[src/rtl/uart_rx_pkg.sv]
// Shared types and constants for the UART receive frame sequencer.
// Latency: n/a (declarations only).
// Backpressure: n/a (declarations only).
package uart_rx_pkg;

  // Frame sequencing states. BREAK is reachable only when break detection is built in.
  typedef enum logic [2:0] {
    IDLE   = 3'd0,
    START  = 3'd1,
    DATA   = 3'd2,
    PARITY = 3'd3,
    STOP   = 3'd4,
    DONE   = 3'd5,
    BREAK  = 3'd6
  } state_t;

  // Edges past mid-bit at which the three-sample majority vote is complete.
  localparam int SAMPLE_OFS = 2;

endpackage

[src/rtl/uart_rx_tick_dec.sv]
// Decodes the in-bit edge counter into "vote complete" and "bit end" ticks.
// Latency: purely combinational, zero cycles.
// Backpressure: none; ticks follow the counter every cycle.
module uart_rx_tick_dec
#(
  parameter int PRESC_W = 5
)(
  input  logic [PRESC_W-1:0] edge_count,
  input  logic [PRESC_W-1:0] prescale_q,
  output logic               sdone,
  output logic               bend
);
  import uart_rx_pkg::*;

  logic [PRESC_W-1:0] samp_pt;

  // Vote completes SAMPLE_OFS edges after mid-bit; bit ends on the last prescale edge.
  always_comb begin
    samp_pt = (prescale_q >> 1) + PRESC_W'(SAMPLE_OFS);
    sdone   = (edge_count == samp_pt);
    bend    = (edge_count == prescale_q);
  end

endmodule

[src/rtl/uart_rx_fsm.sv]
// Frame sequencer for the oversampled UART receiver; optional break detection via UART_RX_BREAK_DET_EN.
// Latency: strobes combinational from state/counts; data_valid/error flags one cycle after stop-bit vote.
// Backpressure: none; the serial line cannot be stalled, every frame is sequenced at line rate.
module uart_rx_fsm
  import uart_rx_pkg::*;
#(
  parameter int DATA_W  = 8,
  parameter int PRESC_W = 5,
  parameter int BCNT_W  = 4
)(
  input  logic               clk,
  input  logic               rst,
  input  logic               rx_in,
  input  logic               par_en,
  input  logic [PRESC_W-1:0] prescale,
  input  logic [PRESC_W-1:0] edge_count,
  input  logic [BCNT_W-1:0]  bit_count,
  input  logic               samp_bit,
  input  logic               strt_glitch,
  input  logic               par_err,
  input  logic               stp_err,
  output logic               cnt_en,
  output logic               cnt_clr,
  output logic               samp_en,
  output logic               deser_en,
  output logic               strt_chk_en,
  output logic               par_chk_en,
  output logic               stp_chk_en,
  output logic               data_valid,
  output logic               par_err_o,
  output logic               frame_err,
  output logic               break_det
);

  state_t             state;
  state_t             state_d;
  logic [PRESC_W-1:0] prescale_q;
  logic               par_en_q;
  logic               perr_q;
  logic               stp_err_q;
  logic               data_valid_q;
  logic               par_err_out_q;
  logic               sdone;
  logic               bend;
  logic               data_bit;
  logic               last_data_bit;
  logic               break_c;
  logic               to_done;

`ifdef UART_RX_BREAK_DET_EN
  logic               any_one_q;
`else
  // Majority sample only feeds the break tracker, which is not built here.
  logic               unused_samp_bit;
  assign unused_samp_bit = samp_bit;
`endif

  uart_rx_tick_dec #(
    .PRESC_W (PRESC_W)
  ) u_tick_dec (
    .edge_count (edge_count),
    .prescale_q (prescale_q),
    .sdone      (sdone),
    .bend       (bend)
  );

  // Bit index 0 is the start bit, so data occupies indices 1..DATA_W.
  always_comb begin
    data_bit      = (bit_count != '0) && (bit_count <= BCNT_W'(DATA_W));
    last_data_bit = (bit_count == BCNT_W'(DATA_W));
  end

  // Next-state and strobe decode; everything forced low while reset is held.
  always_comb begin
    state_d     = state;
    cnt_en      = 1'b0;
    cnt_clr     = 1'b0;
    samp_en     = 1'b0;
    deser_en    = 1'b0;
    strt_chk_en = 1'b0;
    par_chk_en  = 1'b0;
    stp_chk_en  = 1'b0;
    break_c     = 1'b0;
    to_done     = 1'b0;

    case (state)
      IDLE: begin
        cnt_clr = 1'b1;
        if (!rx_in) begin
          state_d = START;
        end
      end

      START: begin
        cnt_en  = 1'b1;
        samp_en = 1'b1;
        if (sdone) begin
          strt_chk_en = 1'b1;
        end
        // A start bit that votes high was noise: drop the frame silently.
        if (sdone && strt_glitch) begin
          state_d = IDLE;
        end else if (bend) begin
          state_d = DATA;
        end
      end

      DATA: begin
        cnt_en  = 1'b1;
        samp_en = 1'b1;
        if (sdone && data_bit) begin
          deser_en = 1'b1;
        end
        if (bend && last_data_bit) begin
          state_d = par_en_q ? PARITY : STOP;
        end
      end

      PARITY: begin
        cnt_en  = 1'b1;
        samp_en = 1'b1;
        if (sdone) begin
          par_chk_en = 1'b1;
        end
        if (bend) begin
          state_d = STOP;
        end
      end

      STOP: begin
        cnt_en  = 1'b1;
        samp_en = 1'b1;
        // Leave at the stop vote so the back half of the stop bit is free for re-sync.
        if (sdone) begin
          stp_chk_en = 1'b1;
`ifdef UART_RX_BREAK_DET_EN
          if (stp_err && !any_one_q) begin
            state_d = BREAK;
          end else begin
            state_d = DONE;
            to_done = 1'b1;
          end
`else
          state_d = DONE;
          to_done = 1'b1;
`endif
        end
      end

      DONE: begin
        state_d = IDLE;
      end

`ifdef UART_RX_BREAK_DET_EN
      BREAK: begin
        // Hold the counter cleared until the line returns to idle high.
        cnt_clr = 1'b1;
        break_c = 1'b1;
        if (rx_in) begin
          state_d = IDLE;
        end
      end
`endif

      default: begin
        state_d = IDLE;
      end
    endcase

    if (!rst) begin
      state_d     = IDLE;
      cnt_en      = 1'b0;
      cnt_clr     = 1'b0;
      samp_en     = 1'b0;
      deser_en    = 1'b0;
      strt_chk_en = 1'b0;
      par_chk_en  = 1'b0;
      stp_chk_en  = 1'b0;
      break_c     = 1'b0;
      to_done     = 1'b0;
    end
  end

  // State register plus per-frame configuration and error capture.
  always_ff @(posedge clk) begin
    if (!rst) begin
      state         <= IDLE;
      prescale_q    <= '0;
      par_en_q      <= 1'b0;
      perr_q        <= 1'b0;
      stp_err_q     <= 1'b0;
      data_valid_q  <= 1'b0;
      par_err_out_q <= 1'b0;
    end else begin
      state <= state_d;

      // Frame configuration is frozen from the moment the start edge is seen.
      if (state == IDLE) begin
        prescale_q <= prescale;
        par_en_q   <= par_en;
        perr_q     <= 1'b0;
      end

      if (par_chk_en) begin
        perr_q <= par_err;
      end

      // Completion flags are high exactly for the single DONE cycle.
      data_valid_q  <= 1'b0;
      par_err_out_q <= 1'b0;
      stp_err_q     <= 1'b0;
      if (to_done) begin
        data_valid_q  <= !perr_q && !stp_err;
        par_err_out_q <= perr_q;
        stp_err_q     <= stp_err;
      end
    end
  end

`ifdef UART_RX_BREAK_DET_EN
  // Remember whether any data bit voted high; an all-zero frame with bad stop is a break.
  always_ff @(posedge clk) begin
    if (!rst) begin
      any_one_q <= 1'b0;
    end else if (state == IDLE) begin
      any_one_q <= 1'b0;
    end else if (deser_en) begin
      any_one_q <= any_one_q | samp_bit;
    end
  end
`endif

  assign data_valid = data_valid_q  & rst;
  assign par_err_o  = par_err_out_q & rst;
  assign frame_err  = stp_err_q     & rst;
  assign break_det  = break_c;

endmodule

[config.mk]
export PLATFORM = sky130hd
export DESIGN_NAME = uart_rx_fsm
export DESIGN_NICKNAME = d
export VERILOG_FILES = /design/src/rtl/uart_rx_pkg.sv /design/src/rtl/uart_rx_tick_dec.sv /design/src/rtl/uart_rx_fsm.sv
export SDC_FILE = /design/constraint.sdc
export NUM_CORES = 1
export LEC_CHECK = 0
export ABC_AREA = 1
export CAP_MARGIN = 20
export CORE_MARGIN = 1
export CORE_UTILIZATION = 45
export CTS_BUF_LIST = sky130_fd_sc_hd__clkbuf_8
export CTS_CLUSTER_SIZE = 25
export DETAILED_ROUTE_END_ITERATION = 7
export PLACE_DENSITY = 0.81
export SYNTH_ARGS = -nofsm -noshare
export SYNTH_HDL_FRONTEND = slang
export SYNTH_SLANG_ARGS = --single-unit
export TNS_END_PERCENT = 50
[constraint.sdc]
create_clock -name clk -period 2.3 [get_ports clk]
set_input_delay 0.46 -clock clk [delete_from_list [all_inputs] [get_ports clk]]
set_output_delay 0.46 -clock clk [all_outputs]
set_load 0.05 [all_outputs]
==> results.toml <==
[status]
run_status = "completed"

[layout]
drive_gt1_share_pct = 27.78
multi_input_area_sq_um = 560.5
finalNonFillerCells = 205
nNetsFinal = 204
diodes = 0
area_growth_pct = 70.99
layout_common_cells = "inv_1, nor2_1, nand2_1"
fin_area_sq_um = 1519
fillCellCount = 93
final_common_cell = "inv_1"
ff_latch_area_sq_um = 265.3

[global_routing]
antenna_found_initial = 0
grt_usage_pct = 26.15
grtUsageMet2_pct = 45.00
first_global_vias = 959
grt_pass1_wl_um = 4022
overflow = 0
grt_max_degree = 13
grt-busiest-layer = "met2"
use_met3_pct = 1.176
met1_usage_pct = 32.62

[drt]
firstDrtPassIters = 4
drt-total-wl_um = 2677
routed_via_density = 5.093
drc = 0
first_iter_violations = 21
postRouteAntennaNets = 0
wl_per_cell_um = 13.06
vias = 1044

[timing]
setup_viol_count_final = 0
rsz0062_at_grt = "yes"
min_period_over_period_pct = 97.28
hold_viol_final = 0
period_needed_ns = 2.238
drv_slew = 0
fin_ws_ns = 0.06245
fmax_ghz = 0.4469
clock_skew_ns = 0.003818

[yosys]
ys_seq_area_share_pct = 29.30
synth_seq_cells = 13
yosysWarnings = 0
synth_flop_cell = "dfxtp_1"
async_flop_share_pct = 0
syn-instance-count = 133
ys_types = 32
synth-edff-count = 0
synthesis.area_sq_um = 888.4
syn-num-nets = 156
postSynthAreaPerCell_sq_um = 6.679

[floorplan]
start_util_pct = 49.82
num_io_pins = 33
chipHeight_um = 46.43
dieArea_sq_um = 2156
die_w_um = 46.43
core_region_area_sq_um = 1783
num_rows = 15

[clocking]
ctsRootBufferMaster = "clkbuf_8"
htree_levels = 1
cts_hold_buf = 0
cts_tree = "built"
cts_sinks = 13
cts.clk_slew.worst_paths_ns = 0.06
clockBufferDepth = 2
cts_made_buffers = 3
insertion_delay_ns = 0.24

[power]
p_comb_share_pct = 60.7
pwr_density_cell_nw_per_um2 = 928.1
ir_worst_vdd_mv = 0.8228
switchingPower_mw = 0.6229
pwr-share-seq_pct = 25.3
clkPwrFrac_pct = 14.1
leakagePower_nw = 0.6658
p_sw_share_pct = 44.19
internal-power_mw = 0.7868
power_mw = 1.410

[hold_path]
min_delay_path_depth = 2
hp-class = "register to register"
min_from = "perr_q$_SDFFE_PN0P_"

[critical_path]
arrival_ns = 1.78
timing.rr.start = "prescale_q[2]$_SDFFE_PN0N_"
slowest_stage = "clkdlybuf4s50_1"
critPathLaunchType = "input pin"
crit_path_end_kind = "output port"
path_cells = "clkdlybuf4s50_1 -> xnor2_4 -> nand3_4 -> buf_4 -> nor2_2 -> buf_12"
critPathTopFamily = "buffers and inverters"
cpPeakStageDelay_ns = 0.58
cp_data_required_time_ns = 1.84
critical_path_buf_inv_count = 3
timing.critical_path.from = "edge_count[3]"
setup.worst_path.class = "input pin to output port"
ff2ff_path_depth = 11
cp_num_cells = 6
crit_fanout = 4

[place]
portBuffers = 30
hpwlAfterDp_um = 1800
gp_congestion = 0.8182
pre_cts_ws_ns = -0.1186
dpl_cell_area_sq_um = 1406
dp_cells = 197

[flow_run]
cap_viol_max_count = 0
==> flip-flops by register name, summed over array words and instances (netlist names) <==
register and flops:
perr_q 1, stp_err_q 1, state 3, prescale_q 5
data_valid_q 1, par_err_out_q 1, par_en_q 1
==> what timing repair did <==
item | CTS | global route
endpoints found under the setup margin | 4 | 4
pin swaps | 4 | 2
resized for setup | 9 | 4
buffers inserted | 3 | 1
hold endpoints to repair | 0 | 0
==> power groups by stage <==
stage          registers, mW  logic, mW  clock network [mW]
2_1_floorplan          0.339      0.513                   0
3_3_place_gp           0.343      0.767                   0
3_5_place_dp           0.347      0.792                   0
4_1_cts                0.348      0.837               0.198
5_1_grt                0.360      0.933               0.207
6_report               0.356      0.856               0.198
==> cell usage after synthesis (all sizes together), types with 2 or more instances <==
cell type,number,area [sq um]
a21oi,10,50.05
o21ai,6,30.03
nand4,2,12.51
nand2,23,98.84
nand3,7,45.04
dfxtp,13,260.3
inv,24,90.09
nor2,26,112.6
nor3,2,15.01
xnor2,5,62.56
buf,3,20.01
==> per-layer routing <==
| metal | vias to the layer above | part of all wire [%] |
|---|---|---|
| li1 | 514 | - |
| met1 | 470 | 41 |
| met2 | 50 | 51 |
| met3 | 10 | 5.5 |
| met4 | 0 | 2.6 |
| met5 | - | 0 |
==> final cells by class <==
type / count / share of cell area (%)
Sequential cell: 13 / 17.46
Clock buffer: 3 / 2.718
Timing Repair Buffer: 47 / 34.43
Clock inverter: 1 / 0.2471
Multi-Input combinational cell: 91 / 36.90
Tap cell: 25 / 2.059
Inverter: 25 / 6.178
==> kinds of logic after synthesis <==
group           Yosys count  synth area share (%)
simple gates             62                 33.52
buf+inv                  29                 13.24
compound gates           21                 14.09
flops                    13                 29.30
xor+xnor                  6                 8.028
fa+ha+maj                 1                 1.408
other cells               1                0.4221
==> final timing paths <==
path                                            endpoint  slack [ns]
worst max register to register       perr_q$_SDFFE_PN0P_        0.49
worst max-delay path                         strt_chk_en        0.06
worst min register to register  par_err_out_q$_SDFF_PN0_        0.48
worst min-delay path            par_err_out_q$_SDFF_PN0_        0.48
==> metrics by stage <==
stage | setup TNS [ns] | util (%) | hold slack [ns]
2_1_floorplan | -0.1489 | - | 0.4293
3_3_place_gp | -0.1416 | 78.88 | 0.4564
3_5_place_dp | -0.1613 | 78.88 | 0.4655
4_1_cts | 0 | 84.00 | 0.4776
5_1_grt | -0.04320 | 85.19 | 0.4901
6_report | 0 | 85.19 | 0.4781
==> tightest hold or removal path, cell delays in order, from the launching register on <==
cell and delay [ns]:
dfxtp_1 0.33, inv_1 0.06, nor2_1 0.04
No activity file was read; power rests on OpenSTA's default activity.
